$ cat config.mk
export PLATFORM = sky130hd
export DESIGN_NAME = stack_controller
export DESIGN_NICKNAME = d
export VERILOG_FILES = /design/src/rtl/stack_ctrl_pkg.sv /design/src/rtl/stack_ctrl_outdec.sv /design/src/rtl/stack_controller.sv
export SDC_FILE = /design/constraint.sdc
export NUM_CORES = 1
export LEC_CHECK = 0
export CORE_AREA = 2 2 39 41
export CTS_CLUSTER_SIZE = 8
export DETAILED_ROUTE_END_ITERATION = 12
export DIE_AREA = 0 0 41 43
export HOLD_SLACK_MARGIN = 0.08
export PLACE_DENSITY = 0.71
export REMOVE_ABC_BUFFERS = 1
export SLEW_MARGIN = 20
export SYNTH_ARGS = -nofsm -noshare
export SYNTH_HDL_FRONTEND = slang
export SYNTH_SLANG_ARGS = --single-unit
$ cat constraint.sdc
create_clock -name clk -period 2.4 [get_ports clk]
set_input_delay 0.48 -clock clk [delete_from_list [all_inputs] [get_ports clk]]
set_output_delay 0.48 -clock clk [all_outputs]
set_load 0.005 [all_outputs]
$ cat src/rtl/stack_ctrl_pkg.sv
// Shared types for the stack-machine controller: opcodes, ALU ops, FSM states
// and the packed control vector. STACK_GUARD_EN adds the fault flag to the vector.
package stack_ctrl_pkg;

    typedef enum logic [2:0] {
        OP_ADD  = 3'b000,
        OP_SUB  = 3'b001,
        OP_AND  = 3'b010,
        OP_NOT  = 3'b011,
        OP_PUSH = 3'b100,
        OP_POP  = 3'b101,
        OP_JMP  = 3'b110,
        OP_JZ   = 3'b111
    } opcode_e;

    typedef enum logic [1:0] {
        ALU_ADD = 2'b00,
        ALU_SUB = 2'b01,
        ALU_AND = 2'b10,
        ALU_NOT = 2'b11
    } alu_op_e;

    typedef enum logic [3:0] {
        IDLE,
        FETCH,
        DECODE,
        POP_A,
        POP_B,
        ALU_WB,
        RD_MEM,
        PUSH_MDR,
        WR_MEM,
        JUMP,
        JZ_CHK,
        FAULT
    } ctrl_state_e;

    localparam logic [7:0] TOS_ZERO = 8'h00;

    typedef struct packed {
        logic    addr_src;
        logic    mem_read;
        logic    mem_write;
        logic    ir_write;
        logic    mdr_en;
        logic    pc_write;
        logic    jump;
        logic    load_a;
        logic    load_b;
        logic    push;
        logic    pop;
        logic    stack_src;
        alu_op_e alu_op;
        logic    instr_done;
`ifdef STACK_GUARD_EN
        logic    fault;
`endif
    } ctrl_vec_t;

endpackage

$ cat src/rtl/stack_ctrl_outdec.sv
// Combinational state/opcode/tos to control-vector decoder.
// With STACK_GUARD_EN, stack accesses are suppressed on empty/full and a trip flag is raised.
module stack_ctrl_outdec
    import stack_ctrl_pkg::*;
(
    input  ctrl_state_e i_state,
    input  logic [1:0]  i_alu_sel,
    input  logic [7:0]  i_tos,
`ifdef STACK_GUARD_EN
    input  logic        i_stack_empty,
    input  logic        i_stack_full,
    output logic        o_guard_trip,
`endif
    output ctrl_vec_t   o_ctrl
);

    always_comb begin
        o_ctrl = '0;
`ifdef STACK_GUARD_EN
        o_guard_trip = 1'b0;
`endif
        case (i_state)
            FETCH: begin
                o_ctrl.mem_read = 1'b1;
                o_ctrl.ir_write = 1'b1;
                o_ctrl.pc_write = 1'b1;
            end
            POP_A: begin
                o_ctrl.load_a = 1'b1;
                o_ctrl.pop    = 1'b1;
            end
            POP_B: begin
                o_ctrl.load_b = 1'b1;
                o_ctrl.pop    = 1'b1;
            end
            ALU_WB: begin
                o_ctrl.push       = 1'b1;
                o_ctrl.alu_op     = alu_op_e'(i_alu_sel);
                o_ctrl.instr_done = 1'b1;
            end
            RD_MEM: begin
                o_ctrl.addr_src = 1'b1;
                o_ctrl.mem_read = 1'b1;
                o_ctrl.mdr_en   = 1'b1;
            end
            PUSH_MDR: begin
                o_ctrl.push       = 1'b1;
                o_ctrl.stack_src  = 1'b1;
                o_ctrl.instr_done = 1'b1;
            end
            WR_MEM: begin
                o_ctrl.addr_src   = 1'b1;
                o_ctrl.mem_write  = 1'b1;
                o_ctrl.pop        = 1'b1;
                o_ctrl.instr_done = 1'b1;
            end
            JUMP: begin
                o_ctrl.jump       = 1'b1;
                o_ctrl.pc_write   = 1'b1;
                o_ctrl.instr_done = 1'b1;
            end
            JZ_CHK: begin
                // jump stays high; pc_write alone decides whether the target is taken
                o_ctrl.jump       = 1'b1;
                o_ctrl.pc_write   = (i_tos == TOS_ZERO);
                o_ctrl.instr_done = 1'b1;
            end
`ifdef STACK_GUARD_EN
            FAULT: begin
                o_ctrl.fault = 1'b1;
            end
`endif
            default: o_ctrl = '0;
        endcase

`ifdef STACK_GUARD_EN
        if (i_stack_empty && (i_state == POP_A || i_state == POP_B || i_state == WR_MEM)) begin
            o_ctrl.pop       = 1'b0;
            o_ctrl.load_a    = 1'b0;
            o_ctrl.load_b    = 1'b0;
            o_ctrl.mem_write = 1'b0;
            o_guard_trip     = 1'b1;
        end
        if (i_stack_full && (i_state == ALU_WB || i_state == PUSH_MDR)) begin
            o_ctrl.push  = 1'b0;
            o_guard_trip = 1'b1;
        end
`endif
    end

endmodule

$ cat src/rtl/stack_controller.sv
// Multi-cycle fetch/decode/execute FSM for the 8-bit stack machine.
// Define STACK_GUARD_EN to add stack over/underflow detection and a sticky FAULT state.
module stack_controller
    import stack_ctrl_pkg::*;
(
    input  logic       clk,
    input  logic       rst,
    input  logic [2:0] opcode,
    input  logic [7:0] tos,
`ifdef STACK_GUARD_EN
    input  logic       stack_empty,
    input  logic       stack_full,
    output logic       fault,
`endif
    output logic       addr_src,
    output logic       mem_read,
    output logic       mem_write,
    output logic       ir_write,
    output logic       mdr_en,
    output logic       pc_write,
    output logic       jump,
    output logic       load_a,
    output logic       load_b,
    output logic       push,
    output logic       pop,
    output logic       stack_src,
    output logic [1:0] alu_op,
    output logic       instr_done
);

    ctrl_state_e r_state;
    ctrl_state_e w_state_next;
    ctrl_vec_t   w_ctrl;
`ifdef STACK_GUARD_EN
    logic        w_guard_trip;
`endif

    always_ff @(posedge clk or negedge rst) begin
        if (!rst) r_state <= IDLE;
        else      r_state <= w_state_next;
    end

    always_comb begin
        w_state_next = r_state;
        case (r_state)
            IDLE:   w_state_next = FETCH;
            FETCH:  w_state_next = DECODE;
            DECODE: begin
                case (opcode_e'(opcode))
                    OP_PUSH: w_state_next = RD_MEM;
                    OP_POP:  w_state_next = WR_MEM;
                    OP_JMP:  w_state_next = JUMP;
                    OP_JZ:   w_state_next = JZ_CHK;
                    default: w_state_next = POP_A;
                endcase
            end
            POP_A:    w_state_next = (opcode_e'(opcode) == OP_NOT) ? ALU_WB : POP_B;
            POP_B:    w_state_next = ALU_WB;
            RD_MEM:   w_state_next = PUSH_MDR;
            ALU_WB, PUSH_MDR, WR_MEM, JUMP, JZ_CHK:
                      w_state_next = FETCH;
`ifdef STACK_GUARD_EN
            FAULT:    w_state_next = FAULT;
`endif
            default:  w_state_next = IDLE;
        endcase
`ifdef STACK_GUARD_EN
        if (w_guard_trip) w_state_next = FAULT;
`endif
    end

    stack_ctrl_outdec u_outdec (
        .i_state       (r_state),
        .i_alu_sel     (opcode[1:0]),
        .i_tos         (tos),
`ifdef STACK_GUARD_EN
        .i_stack_empty (stack_empty),
        .i_stack_full  (stack_full),
        .o_guard_trip  (w_guard_trip),
`endif
        .o_ctrl        (w_ctrl)
    );

    assign addr_src   = w_ctrl.addr_src;
    assign mem_read   = w_ctrl.mem_read;
    assign mem_write  = w_ctrl.mem_write;
    assign ir_write   = w_ctrl.ir_write;
    assign mdr_en     = w_ctrl.mdr_en;
    assign pc_write   = w_ctrl.pc_write;
    assign jump       = w_ctrl.jump;
    assign load_a     = w_ctrl.load_a;
    assign load_b     = w_ctrl.load_b;
    assign push       = w_ctrl.push;
    assign pop        = w_ctrl.pop;
    assign stack_src  = w_ctrl.stack_src;
    assign alu_op     = w_ctrl.alu_op;
    assign instr_done = w_ctrl.instr_done;
`ifdef STACK_GUARD_EN
    assign fault      = w_ctrl.fault;
`endif

endmodule

# Word-level counts from Yosys, hierarchy flattened
# Cells that the tools add are included.
# classes
addsub	0
n_mul	0
n_div	0
n_lt_le_gt_ge	0
eq_ne	15
n_shift	0
n_mux	17
bitwise	0
reduce_logical	10
# ops
operator	count
$pmux 4 s6	1
$eq 4x3->1 const B	4
$pmux 4 s4	1
$mux 1	13
$eq 3x3->1 const B	4
$eq 4x4->1 const B	3
$reduce_or 2->1	5
$eq 4x2->1 const B	2
$logic_not 8->1	1
$reduce_or 6->1	1
$reduce_or 5->1	1
$eq 4x1->1 const B	1
$logic_not 4->1	1
$eq 3x2->1 const B	1
$reduce_or 3->1	1
$mux 2	1
$pmux 1 s2	1
# word_totals
register_bits	4
latch_bits	0
ram_bits	0
romBits	0
input_bits	13
wordCells	43
memories	0

# Depth between registers and ports, before layout
# logic_depth
ltp_word	3
ltp_mapped	4
mapped_depth_nobuf	3

# Cells and area by module
# From an unflattened synthesis, not the netlist that was laid out.
# unflattened
hier_cells	60
area_unflattened_um2	450.4
# by_module_without_submodules
mod	instances	cells_each	area_each_um2
stack_controller	1	24	239.0
stack_ctrl_outdec	1	36	211.5

# Worst setup path before layout
# No wires, ideal clock.
# synth_timing
path_kind	input -> output
from	input tos[2]
to	output pc_write
arrival_ns	1.631
t_required_ns	1.920
path_slack_ns	0.289
cell_stages	3
n_path_buf	0
path_cell_list	or4_1 or4b_1 o21ai_1
# synth_via
elab_chain_cells	2
# synth_rtl
item	line_no	source
from (decl)	stack_controller.sv:9	input logic [7:0] tos,
$logic_not 8->1	stack_ctrl_outdec.sv:65	o_ctrl.pc_write = (i_tos == TOS_ZERO);
$pmux 1 s2	stack_ctrl_outdec.sv:22	case (i_state)
to (decl)	stack_controller.sv:20	output logic pc_write,
# Every way passes these cells.

# Worst setup path in the final report
# layout_timing
from	register r_state[2]
to	output mem_read
# layout_via
elab_chain_cells	3
word_cells_on_any_way	4
# layout_rtl
item	line_no	source
from (decl)	stack_controller.sv:31	ctrl_state_e r_state;
from (signal assigned)	stack_controller.sv:40	else r_state <= w_state_next;
$eq 4x1->1 / $eq 4x3->1 (equally long branches)	stack_ctrl_outdec.sv:22	
$reduce_or 2->1 (no source line) *	--	
$mux 1 *	stack_ctrl_outdec.sv:22	
to (decl)	stack_controller.sv:16	output logic mem_read,
# Mark *: on every way between the ends. The rest lies on a longest branch, timed or not.

==> flow_metrics.tcl <==
set metrics [dict create \
    status "finished clean" \
    rsz0062_at_grt "no" \
    cts_root_buffer "clkbuf_4" \
    cts_setup_buffers 0 \
    cp-end-kind "output pin" \
    grt_pass1_vias 451 \
    worstMarginPinSlew_ps 405 \
    ys_warn_count 0 \
    reg_top3 "r_state: 4 flops" \
    combPwrFrac_pct 69.0 \
    hpwl_um 950 \
    ant_nets 0 \
    cts_tree "yes" \
    overflow 0 \
    intPower_uw 425 \
    core_sq_um 1380 \
    post_dp_cell_area_sq_um 723 \
    die_w_um 41 \
    vias 515 \
    cp.arrival_ps 1830 \
    drt_pre_antenna_iters 4 \
    drcViolationCount 0 \
    total_power_uw 690 \
    clock_skew_ps 7.14 \
    hold_violations 0 \
    layout-drive-gt1-share_pct 16.1 \
    slew_headroom_pct 72.3 \
    routabilityCongestion 0.754 \
    cts.sinks 4 \
    fin_crit_ps 2310 \
    start_util_pct 29.2 \
    cts-htree-levels 1 \
    portBuffers 27 \
    finalSetupTns_ps 0 \
    seq_area_frac_synth_pct 24.8 \
    dr_wl_met2_um 606 \
    p_leak_uw 0.000294 \
    wl_um 1200 \
    dieArea_sq_um 1760 \
    antenna_cells 0 \
    period_share_pct 96.2 \
    ios 28 \
    clock_path_buffers 2 \
    largest_reg_flops 4 \
    syn_area_sq_um 404 \
    swShare_pct 38.3 \
    clockPowerShare_pct 11.9 \
    fin_area_sq_um 727 \
    cts.clk_slew.worst_paths_ps 40 \
    cts_buffers 3 \
    top_register "r_state" \
    drt_iter0_markers 7 \
    setup-violations-final 0 \
    pwr-share-seq_pct 19.1 \
    fp-row-count 14 \
    grt_max_degree 14 \
    powerDensity_nw_per_um2 949 \
    num-nets-final 102 \
    cp.required_ps 1920 \
    top_layer "met3" \
    cts_hold_buf 0 \
    synth-seq-cells 4 \
    max_freq_mhz 433 \
    cp-start-kind "flip-flop" \
    area_growth_pct 79.9 \
    hp-class "primary input to asynchronous set/reset pin" \
    clock_latency_ps 230 \
    yosysUniqueCellTypes 28 \
    slew_violations 0 \
    dp.cells 100 \
    crit_fanout 13 \
    antenna_found_initial 0 \
    wl_per_cell_um 11.7 \
    drv_cap 0 \
    grtUsageTotal_pct 14.8 \
    vdd_drop_max_mv 0.647 \
    ff2ff_path_depth 4 \
    finalNonFillerCells 103 \
    path_class "flip-flop to output pin" \
    fillers 136 \
    syn_inst 55 \
    synth_area_per_cell_sq_um 7.35 \
    grt_pass1_wl_um 1810 \
    viasPerCell 5.00 \
    switchingPower_uw 265 \
    dieHeight_um 43 \
    m1WireLength_um 507 \
    wl_met3_um 89 \
]
[stage by stage]
stage / setup slack [ps] / utilization [%] / hold slack (ps)
6_report: 92.4 / 52.5 / 448
5_1_grt: 1.54 / 52.5 / 453
4_1_cts: 5.09 / 53.4 / 450
3_5_place_dp: -619 / 52.3 / 626
3_3_place_gp: -598 / 52.3 / 631
2_1_floorplan: 289 / - / 184
[cell usage in the layout (no fill, tap or decap)]
master,instances
a2111oi_0,2
a211o_1,1
a21oi_1,3
a2bb2oi_1,1
and2_1,1
buf_2,1
buf_4,6
clkbuf_2,3
clkbuf_4,3
clkdlybuf4s15_1,1
clkdlybuf4s50_1,22
dfrtp_1,3
dfrtp_2,1
inv_1,1
mux2i_1,1
nand2_1,4
nand2b_1,5
nand3b_1,1
nor2_1,7
nor2b_1,2
nor3_1,4
nor3b_1,2
nor4bb_1,1
o21ai_0,1
o21ai_1,1
o21bai_1,1
o22ai_1,1
o31ai_1,1
or2_1,1
or3b_1,1
or4_1,2
or4b_1,1
xor2_1,1
[cell type report]
| class | count | area [sq um] | share of cell area (%) |
|---|---|---|---|
| clock buffers | 3 | 22.5 | 3.10 |
| repair buffers | 33 | 295 | 40.6 |
| multi-input cells | 46 | 284 | 39.1 |
| inverters | 1 | 3.75 | 0.516 |
| well taps | 16 | 20.0 | 2.75 |
| flip-flops and latches | 4 | 101 | 13.9 |
[repair_timing]
action	4_1_cts	5_1_grt
endpoints found under the hold margin	0	0
pin swaps	3	3
endpoints found under the setup margin	1	3
gates cloned	0	0
resized for setup	11	5
[power groups by stage]
stage	Combinational, uW	Clock [uW]	Sequential, uW
6_report	476	82.2	132
3_3_place_gp	487	0	130
5_1_grt	528	90.0	137
3_5_place_dp	491	0	131
2_1_floorplan	202	0	152
4_1_cts	482	84.7	130
[final timing paths]
path / end / startpoint / slack [ps]
min in group clk: r_state[2] / r_state[0] / 640
setup / recovery: mem_read / r_state[2] / 90
hold / removal: r_state[0] / rst / 450
hold reg to reg: r_state[2] / r_state[0] / 640
setup reg to reg: r_state[0] / r_state[1] / 1050
max in group asynchronous: r_state[2] / rst / 1760
[cell usage after synthesis]
| master | instances | area share, % |
|---|---|---|
| or3b_1 | 1 | 2.2 |
| nand2b_1 | 5 | 7.7 |
| dfrtp_1 | 4 | 25 |
| a211o_1 | 1 | 2.2 |
| and2_1 | 1 | 1.5 |
| nand2_1 | 4 | 3.7 |
| clkbuf_1 | 3 | 2.8 |
| buf_2 | 1 | 1.2 |
| nor3b_1 | 2 | 3.7 |
| a21oi_1 | 3 | 3.7 |
| nor3_1 | 4 | 5.0 |
| nor2_1 | 7 | 6.5 |
| o21bai_1 | 1 | 1.9 |
| or4_1 | 2 | 3.7 |
| o31ai_1 | 1 | 1.9 |
| nor4bb_1 | 1 | 2.5 |
| or2_1 | 1 | 1.5 |
| mux2i_1 | 1 | 2.5 |
| xor2_1 | 1 | 2.2 |
| nor2b_1 | 2 | 3.1 |
| a2bb2oi_1 | 1 | 2.2 |
| o22ai_1 | 1 | 1.5 |
| nand3b_1 | 1 | 1.9 |
| inv_1 | 1 | 0.93 |
| o21ai_1 | 1 | 1.2 |
| or4b_1 | 1 | 2.5 |
| o21ai_0 | 1 | 1.2 |
| a2111oi_0 | 2 | 4.3 |
[critical path, cell delays in order, from the launching register on]
cell             delay [ps]
dfrtp_2                 470
or3b_1                  420
a21oi_1                 180
clkdlybuf4s50_1         530
[logic make-up (layout without fill, tap and decap cells)]
logic type | count (synthesis) | count (layout) | share of synthesized area [%]
AO/OA/AOI/OAI | 12 | 12 | 20.1
AND/OR/NAND/NOR | 32 | 32 | 45.5
flip-flops | 4 | 4 | 24.8
buffers and inverters | 5 | 37 | 4.95
multiplexers | 1 | 1 | 2.48
XOR/XNOR | 1 | 1 | 2.17
[per-layer routing]
| layer | global-route usage (%) | vias to the layer above |
|---|---|---|
| li1 | - | 265 |
| met1 | 19.0 | 232 |
| met2 | 22.8 | 18 |
| met3 | 4.71 | 0 |
| met4 | 4.00 | 0 |
| met5 | 0 | - |
Power figures use the tool's default switching activity.
